### src/rtl/ncl_pkg.sv
// ncl_pkg
// Shared definitions for the NCL full-adder sequencer.
//   dr_t          : one dual-rail pair, {rail1, rail0}
//   DR_NULL/F/T   : spacer, logic 0 and logic 1 codes (11 is illegal)
//   dr_enc        : single-rail bit -> dual-rail DATA code
//   dr_is_data    : pair holds a valid DATA code
//   dr_is_null    : pair holds the NULL spacer
//   dr_is_illegal : pair has both rails asserted
//   seq_state_t   : sequencer state encoding
package ncl_pkg;

  typedef logic [1:0] dr_t;

  localparam dr_t DR_NULL = 2'b00;
  localparam dr_t DR_F    = 2'b01;
  localparam dr_t DR_T    = 2'b10;
  localparam dr_t DR_ILL  = 2'b11;

  typedef enum logic [2:0] {
    IDLE,
    DRV_D,
    WAIT_D,
    DRV_N,
    WAIT_N,
    DONE,
    ERR
  } seq_state_t;

  function automatic dr_t dr_enc(input logic b);
    return b ? DR_T : DR_F;
  endfunction

  function automatic logic dr_is_data(input dr_t d);
    return (d == DR_F) || (d == DR_T);
  endfunction

  function automatic logic dr_is_null(input dr_t d);
    return d == DR_NULL;
  endfunction

  function automatic logic dr_is_illegal(input dr_t d);
    return d == DR_ILL;
  endfunction

endpackage

### src/rtl/ncl_dr_sync.sv
// ncl_dr_sync
// N-bit two-flop synchronizer bringing the asynchronous NCL adder outputs
// into the clk domain. Each bit is synchronized independently; the
// sequencer only trusts a wavefront once every pair agrees, so skew between
// bits only delays completion detection.
//   clk   : sampling clock
//   rst_n : asynchronous active-low reset, clears both flop stages
//   d     : asynchronous input bits
//   q     : synchronized output bits
module ncl_dr_sync #(
  parameter int N = 4
) (
  input  logic         clk,
  input  logic         rst_n,
  input  logic [N-1:0] d,
  output logic [N-1:0] q
);

  logic [N-1:0] meta;

  // First stage may go metastable; the second stage gives it a full cycle
  // to resolve before anything downstream looks at it.
  always_ff @(posedge clk or negedge rst_n) begin
    if (!rst_n) begin
      meta <= '0;
      q    <= '0;
    end else begin
      meta <= d;
      q    <= meta;
    end
  end

endmodule

### src/rtl/ncl_fa_sequencer.sv
// ncl_fa_sequencer
// Bit-serial adder controller that time-shares one dual-rail NCL full adder.
// Operands are accepted over a valid/ready handshake, fed to the adder one
// bit at a time (LSB first) as alternating DATA and NULL wavefronts, and the
// carry is recirculated through a register between bits. A per-phase timer
// and an illegal-code check turn a hung or faulty adder into an err result.
//   clk, rst_n         : clock, asynchronous active-low reset
//   in_valid/in_ready  : operand handshake (in_ready is high only in IDLE)
//   op_a, op_b, c_in   : single-rail operands and carry-in
//   out_valid/out_ready: result handshake
//   sum, c_out, err    : result, final carry, fault flag (valid with out_valid)
//   fa_rst, fa_en      : adder reset (active-high) and enable
//   fa_a, fa_b, fa_cin : registered dual-rail adder inputs
//   fa_s, fa_cout      : asynchronous dual-rail adder outputs
module ncl_fa_sequencer
  import ncl_pkg::*;
#(
  parameter int WIDTH   = 8,
  parameter int TIMEOUT = 15
) (
  input  logic             clk,
  input  logic             rst_n,
  input  logic             in_valid,
  output logic             in_ready,
  input  logic [WIDTH-1:0] op_a,
  input  logic [WIDTH-1:0] op_b,
  input  logic             c_in,
  output logic             out_valid,
  input  logic             out_ready,
  output logic [WIDTH-1:0] sum,
  output logic             c_out,
  output logic             err,
  output logic             fa_rst,
  output logic             fa_en,
  output logic [1:0]       fa_a,
  output logic [1:0]       fa_b,
  output logic [1:0]       fa_cin,
  input  logic [1:0]       fa_s,
  input  logic [1:0]       fa_cout
);

  localparam int IW = (WIDTH > 1) ? $clog2(WIDTH) : 1;
  localparam int TW = $clog2(TIMEOUT + 1);
  localparam logic [IW-1:0] LAST_IDX   = IW'(WIDTH - 1);
  localparam logic [TW-1:0] TIMER_LAST = TW'(TIMEOUT - 1);

  seq_state_t     state;
  logic [WIDTH-1:0] a_reg;
  logic [WIDTH-1:0] b_reg;
  logic [WIDTH-1:0] acc;
  logic             carry;
  logic [IW-1:0]    bit_idx;
  logic [IW-1:0]    next_idx;
  logic [TW-1:0]    timer;
  logic             err_cnt;
  logic             err_flag;

  logic [3:0] sync_q;
  dr_t        s_sync;
  dr_t        cout_sync;

  logic in_wait;
  logic illegal;
  logic data_done;
  logic null_done;
  logic phase_done;
  logic go_err;

  ncl_dr_sync #(.N(4)) u_sync (
    .clk   (clk),
    .rst_n (rst_n),
    .d     ({fa_cout, fa_s}),
    .q     (sync_q)
  );

  assign s_sync    = sync_q[1:0];
  assign cout_sync = sync_q[3:2];
  assign in_ready  = (state == IDLE);

  // Completion and fault detection on the synchronized adder outputs. A
  // completion on the same edge the timer would expire takes precedence, so
  // the timeout only fires when the current phase is still incomplete.
  always_comb begin
    in_wait    = (state == WAIT_D) || (state == WAIT_N);
    illegal    = dr_is_illegal(s_sync) || dr_is_illegal(cout_sync);
    data_done  = dr_is_data(s_sync) && dr_is_data(cout_sync);
    null_done  = dr_is_null(s_sync) && dr_is_null(cout_sync);
    phase_done = (state == WAIT_D) ? data_done : null_done;
    go_err     = in_wait && (illegal || (!phase_done && (timer == TIMER_LAST)));
    next_idx   = bit_idx + 1'b1;
  end

  // Main sequencer. The adder input rails are loaded on the edge that enters
  // each DRV state, so the wavefront is already on the wires during DRV and
  // the two WAIT cycles cover the synchronizer depth. out_valid and the
  // result registers are loaded on the first DONE cycle, which is why the
  // result appears one cycle after the last NULL completes.
  always_ff @(posedge clk or negedge rst_n) begin
    if (!rst_n) begin
      state     <= IDLE;
      a_reg     <= '0;
      b_reg     <= '0;
      acc       <= '0;
      carry     <= 1'b0;
      bit_idx   <= '0;
      timer     <= '0;
      err_cnt   <= 1'b0;
      err_flag  <= 1'b0;
      out_valid <= 1'b0;
      sum       <= '0;
      c_out     <= 1'b0;
      err       <= 1'b0;
      fa_en     <= 1'b0;
      fa_rst    <= 1'b1;
      fa_a      <= DR_NULL;
      fa_b      <= DR_NULL;
      fa_cin    <= DR_NULL;
    end else begin
      fa_rst <= 1'b0;
      if (go_err) begin
        state    <= ERR;
        err_cnt  <= 1'b0;
        err_flag <= 1'b1;
        fa_rst   <= 1'b1;
        fa_en    <= 1'b0;
        fa_a     <= DR_NULL;
        fa_b     <= DR_NULL;
        fa_cin   <= DR_NULL;
      end else begin
        unique case (state)
          IDLE: begin
            if (in_valid) begin
              a_reg    <= op_a;
              b_reg    <= op_b;
              carry    <= c_in;
              bit_idx  <= '0;
              acc      <= '0;
              err_flag <= 1'b0;
              fa_a     <= dr_enc(op_a[0]);
              fa_b     <= dr_enc(op_b[0]);
              fa_cin   <= dr_enc(c_in);
              fa_en    <= 1'b1;
              state    <= DRV_D;
            end
          end
          DRV_D: begin
            timer <= '0;
            state <= WAIT_D;
          end
          WAIT_D: begin
            if (data_done) begin
              acc[bit_idx] <= s_sync[1];
              carry        <= cout_sync[1];
              fa_a         <= DR_NULL;
              fa_b         <= DR_NULL;
              fa_cin       <= DR_NULL;
              state        <= DRV_N;
            end else begin
              timer <= timer + 1'b1;
            end
          end
          DRV_N: begin
            timer <= '0;
            state <= WAIT_N;
          end
          WAIT_N: begin
            if (null_done) begin
              if (bit_idx == LAST_IDX) begin
                fa_en <= 1'b0;
                state <= DONE;
              end else begin
                bit_idx <= next_idx;
                fa_a    <= dr_enc(a_reg[next_idx]);
                fa_b    <= dr_enc(b_reg[next_idx]);
                fa_cin  <= dr_enc(carry);
                state   <= DRV_D;
              end
            end else begin
              timer <= timer + 1'b1;
            end
          end
          DONE: begin
            if (!out_valid) begin
              out_valid <= 1'b1;
              sum       <= err_flag ? '0 : acc;
              c_out     <= err_flag ? 1'b0 : carry;
              err       <= err_flag;
            end else if (out_ready) begin
              out_valid <= 1'b0;
              state     <= IDLE;
            end
          end
          ERR: begin
            if (!err_cnt) begin
              err_cnt <= 1'b1;
              fa_rst  <= 1'b1;
            end else begin
              state <= DONE;
            end
          end
          default: state <= IDLE;
        endcase
      end
    end
  end

endmodule

### config.mk
export PLATFORM = sky130hd
export DESIGN_NAME = ncl_fa_sequencer
export DESIGN_NICKNAME = d
export VERILOG_FILES = /design/src/rtl/ncl_pkg.sv /design/src/rtl/ncl_dr_sync.sv /design/src/rtl/ncl_fa_sequencer.sv
export SDC_FILE = /design/constraint.sdc
export NUM_CORES = 1
export LEC_CHECK = 0
export ABC_AREA = 1
export CORE_MARGIN = 2
export CORE_UTILIZATION = 58
export CTS_CLUSTER_SIZE = 16
export DETAILED_ROUTE_END_ITERATION = 16
export PLACE_DENSITY = 0.85
export SETUP_SLACK_MARGIN = 0.5
export SYNTH_ARGS = -nofsm -noshare
export SYNTH_HDL_FRONTEND = slang
export SYNTH_SLANG_ARGS = --single-unit
export TNS_END_PERCENT = 5
### constraint.sdc
create_clock -name clk -period 4.88 [get_ports clk]
set_clock_uncertainty 0.2 [all_clocks]
set_input_delay 0.976 -clock clk [delete_from_list [all_inputs] [get_ports clk]]
set_output_delay 0.976 -clock clk [all_outputs]
set_load 0.05 [all_outputs]
* Word-level counts from Yosys, hierarchy flattened
Cells that the tools add are included.
** Cells by class
- $add $sub $neg :: 2
- Magnitude comparators :: 3
- Equal/unequal tests :: 28
- Muxes and demuxes :: 69
- Bitwise logic cells :: 2
- Reductions and logical operators :: 33
** Operators with widths (number)
- $mux W2 :: 19
- $mux W3 :: 11
- $mux W8 :: 3
- $mux W1 :: 21
- $pmux W3 S7 :: 1
- $ne A3 B3 Y1 const B :: 6
- $pmux W2 S3 :: 3
- $pmux W8 S2 :: 1
- $eq A3 B3 Y1 const B :: 4
- $ne A2 B2 Y1 const B :: 6
- $pmux W4 S3 :: 1
- $reduce_and A4 Y1 :: 3
- $reduce_and A5 Y1 :: 2
- $reduce_bool A2 Y1 :: 5
- $bwmux W8 :: 1
- $eq A2 B2 Y1 const B :: 4
- $lt A3 B4 Y1 const B :: 2
- $mux W4 :: 2
- $bmux W1 S3 :: 2
- $eq A3 B2 Y1 const B :: 2
- $ne A3 B2 Y1 const B :: 2
- $pmux W3 S2 :: 1
- $reduce_and A3 Y1 :: 2
- $reduce_and A6 Y1 :: 1
- other kinds (18) :: 32
** Storage, ports and cells
- Register bits after elaboration :: 64

* Depth between registers and ports, before layout
- Depth after elaboration :: 10
- Mapped depth :: 14
- Gate-level depth less buffers :: 12

* Cells and area by module
From an unflattened synthesis, not the netlist that was laid out.
** Unflattened totals
- Cells, all modules :: 398
- Area total of the unflattened synthesis :: 3229.3 um^2
** Modules (own cells, without submodules)
- ncl_fa_sequencer :: times used 1, cells each 390, area each 3029.2 um^2
- ncl_dr_sync :: times used 1, cells each 8, area each 200.2 um^2

* Least setup slack after synthesis
Ideal clock, no wire load.
- Kind :: register to output
- Start :: reg state[0]
- End :: out in_ready
- Data arrival time :: 1.040 ns
- Required time :: 3.704 ns
- Setup slack :: 2.664 ns
- Stages on the path, launching flop included :: 4
- Buffers on the path :: 0
- Cell sequence :: dfrtp_1 -> inv_2 -> nand2_1 -> nor2_2
** On the way
- Word-level cells in the longest chain between the ends :: 1
** Ends and longest elaborated chain
- start, declared :: line ncl_fa_sequencer.sv:47 : seq_state_t state;
- start signal, assigned :: line ncl_fa_sequencer.sv:100 : state <= IDLE;
- start signal, assigned :: line ncl_fa_sequencer.sv:121 : state <= ERR;
- start signal, assigned :: line ncl_fa_sequencer.sv:143 : state <= DRV_D;
- $logic_not A3 Y1 :: line ncl_fa_sequencer.sv:78 : assign in_ready = (state == IDLE);
- end, declared :: line ncl_fa_sequencer.sv:24 : output logic in_ready,
Every way passes these cells.

* Worst setup path after layout
Ends and elaborated chain as after synthesis.

==> flow_metrics.tcl <==
set metrics [dict create \
    antenna_found_initial 0 \
    numCtsBuffers 9 \
    rr_worst_depth 11 \
    synth_top_area_share_pct 49.76 \
    postPlaceCellArea_um2 3638 \
    crit_fanout 7 \
    io_pins 45 \
    drc 0 \
    crit_path_start_kind "register" \
    synthesis.instances 392 \
    hold_end "u_sync.q[2]" \
    hold_buffers 0 \
    syn_nets 425 \
    tritoncts "yes" \
    dieArea_um2 6069 \
    status "completed" \
    drt-initial-drc-count 223 \
    io_buffers 44 \
    min_path_type "reg2reg" \
    routedWlPerCell_um 13.10 \
    rsz0062_at_grt "false" \
    cts_setup_buffers 0 \
    design_area_um2 3811 \
    hpwl_um 4626 \
    cts_root_buf "clkbuf_8" \
    start_util_pct 60.87 \
    crit_arrival_ns 1.94 \
    clk_pin_slew_worst_paths_ns 0.06 \
    setup_violations 0 \
    clk_latency_ns 0.34 \
    die_y_um 77.91 \
    areaGrowthSynthToFinish_pct 20.30 \
    drt-total-wl_um 6706 \
    cts_buffer_depth 2 \
    drtAntennaViolNets 0 \
    avgSynthCellArea_um2 8.082 \
    fp.coreArea_um2 5205 \
    crit_type "reg2out" \
    setup_tns_ns 0 \
    vias 2701 \
    ys_types 31 \
    grt_overflow 0 \
    drive_above_1_share_pct 9.502 \
    drt_pass1_iterations 4 \
    yosys-top-cells-area "dfrtp_1, nand2_1, nand3_1" \
    gp_congestion 0.9016 \
    die_x_um 77.91 \
    relSlewSlack_pct 46.64 \
    syn_area_um2 3168 \
    rr_startpoint "u_sync.q[1]" \
    row_count 26 \
    clock_sinks 64 \
    grt_pass1_vias 2594 \
    htreeDepth 3 \
    synth-seq-cells 64 \
    ys_seq_area_share_pct 50.59 \
    grt_pass1_wl_um 11740 \
    r2r-end "timer[1]" \
    hold_violations 0 \
    hp-start "u_sync.meta[2]" \
    grtUsageTotal_pct 24.87 \
    cts_resized 0 \
    num-fill-cells 418 \
    timing.final.crit_share_pct 63.83 \
    fin_crit_ns 3.115 \
    diodes 0 \
    r2r_slack_ns 2.52 \
    cap_violations 0 \
    worstMarginPinSlew_ns 0.8005 \
    required_ns 3.70 \
    ys_warn_count 0 \
    utilization_pct 73.22 \
    grt_max_degree 65 \
    vdd_ir_drop_max_uv 349.9 \
    vias_per_cell 5.275 \
    hold_depth 0 \
    yosysTopAreaCell "dfrtp_1" \
    nNetsFinal 472 \
    slew_viol_final 0 \
    worst_setup_path_end_kind "output pin" \
    p_leak_nw 1.933 \
    powerDensity_nw_per_um2 608.1 \
    fmax_ghz 0.3210 \
]
==> Yosys cell counts (all sizes together) <==
library cell  count
a211oi            1
a21oi             3
xor2              1
dfrtp            63
clkbuf            4
nand4             2
or2               8
o21bai            2
nand3            33
buf               5
o21ai            25
dfstp             1
inv              35
a22o              8
nor3              9
nor2             37
ha                8
nand2           146
o22ai             1
==> critical path, cell delays in order (launching register included) <==
cell and delay, ns:
dfrtp_1 0.48, inv_2 0.09, nand2_1 0.07, nor2_2 0.14
clkdlybuf4s50_1 0.83
==> final cells by class <==
cell class / instances / area [µm²] / area share, %
Tap cell: 70 / 87.58 / 2.298
Inverter: 35 / 131.4 / 3.447
Sequential cell: 64 / 1603 / 42.06
Multi-Input combinational cell: 284 / 1374 / 36.05
Clock buffer: 14 / 172.7 / 4.531
Timing Repair Buffer: 45 / 442.9 / 11.62
==> metal layers <==
| layer | share of wire, % | up-vias | GRT usage, % | wire length (µm) |
|---|---|---|---|---|
| li1 | - | 1343 | - | - |
| met1 | 45 | 1249 | 30.89 | 2996 |
| met2 | 48 | 90 | 42.07 | 3224 |
| met3 | 4.9 | 19 | 4.419 | 331 |
| met4 | 2.3 | 0 | 11.93 | 154 |
| met5 | 0 | - | 0 | 0 |
==> how the worst max path moves through the flow <==
stage                        start        to  slack, ns  cells after the start
after global placement    state[1]  in_ready       2.17                      4
after global routing      state[0]  in_ready       1.69                      4
after floorplan           state[0]  in_ready       2.66                      3
final                     state[0]  in_ready       1.76                      4
after CTS                 state[1]  in_ready       1.76                      4
after detailed placement  state[0]  in_ready       2.13                      4
==> power breakdown <==
group	leakage, nW	switching (mW)	internal [mW]
combinational	1.03	0.711	0.355
sequential	0.816	0.141	0.702
clock	0.0886	0.187	0.221
total	1.93	1.04	1.28
==> cells by family after synthesis <==
group                    after synthesis  share of synthesized area, %
AO/OA/AOI/OAI                         40                         7.543
XOR/XNOR                               1                        0.2765
adder cells (fa/ha/maj)                8                         3.160
buffers and inverters                 44                         6.042
flip-flops                            64                         50.59
AND/OR/NAND/NOR                      235                         32.39
==> cell usage in the layout, fill, tap and decap left out, types with 8 or more instances in the layout <==
| cell | netlist | routed |
|---|---|---|
| clkdlybuf4s50_1 | 0 | 43 |
| nand2_1 | 139 | 139 |
| o21ai_1 | 8 | 8 |
| clkbuf_8 | 0 | 12 |
| a22o_1 | 8 | 8 |
| nand3_1 | 31 | 31 |
| nor2_1 | 31 | 31 |
| ha_1 | 8 | 8 |
| nor3_1 | 9 | 9 |
| or2_2 | 8 | 8 |
| o21ai_0 | 17 | 17 |
| inv_1 | 31 | 31 |
| dfrtp_1 | 63 | 63 |
==> per-stage QoR <==
| step | hold slack [ns] | setup slack (ns) | std cells | power [mW] |
|---|---|---|---|---|
| floorplan | 0.1312 | 2.664 | 392 | 1.626 |
| global placement | 0.1328 | 2.173 | 498 | 1.868 |
| finish | 0.1533 | 1.765 | 512 | 2.318 |
| global route | 0.1698 | 1.687 | 512 | 2.502 |
| detailed placement | 0.1371 | 2.132 | 498 | 1.906 |
| CTS | 0.1544 | 1.761 | 512 | 2.323 |
(Power assumes the default switching activity.)
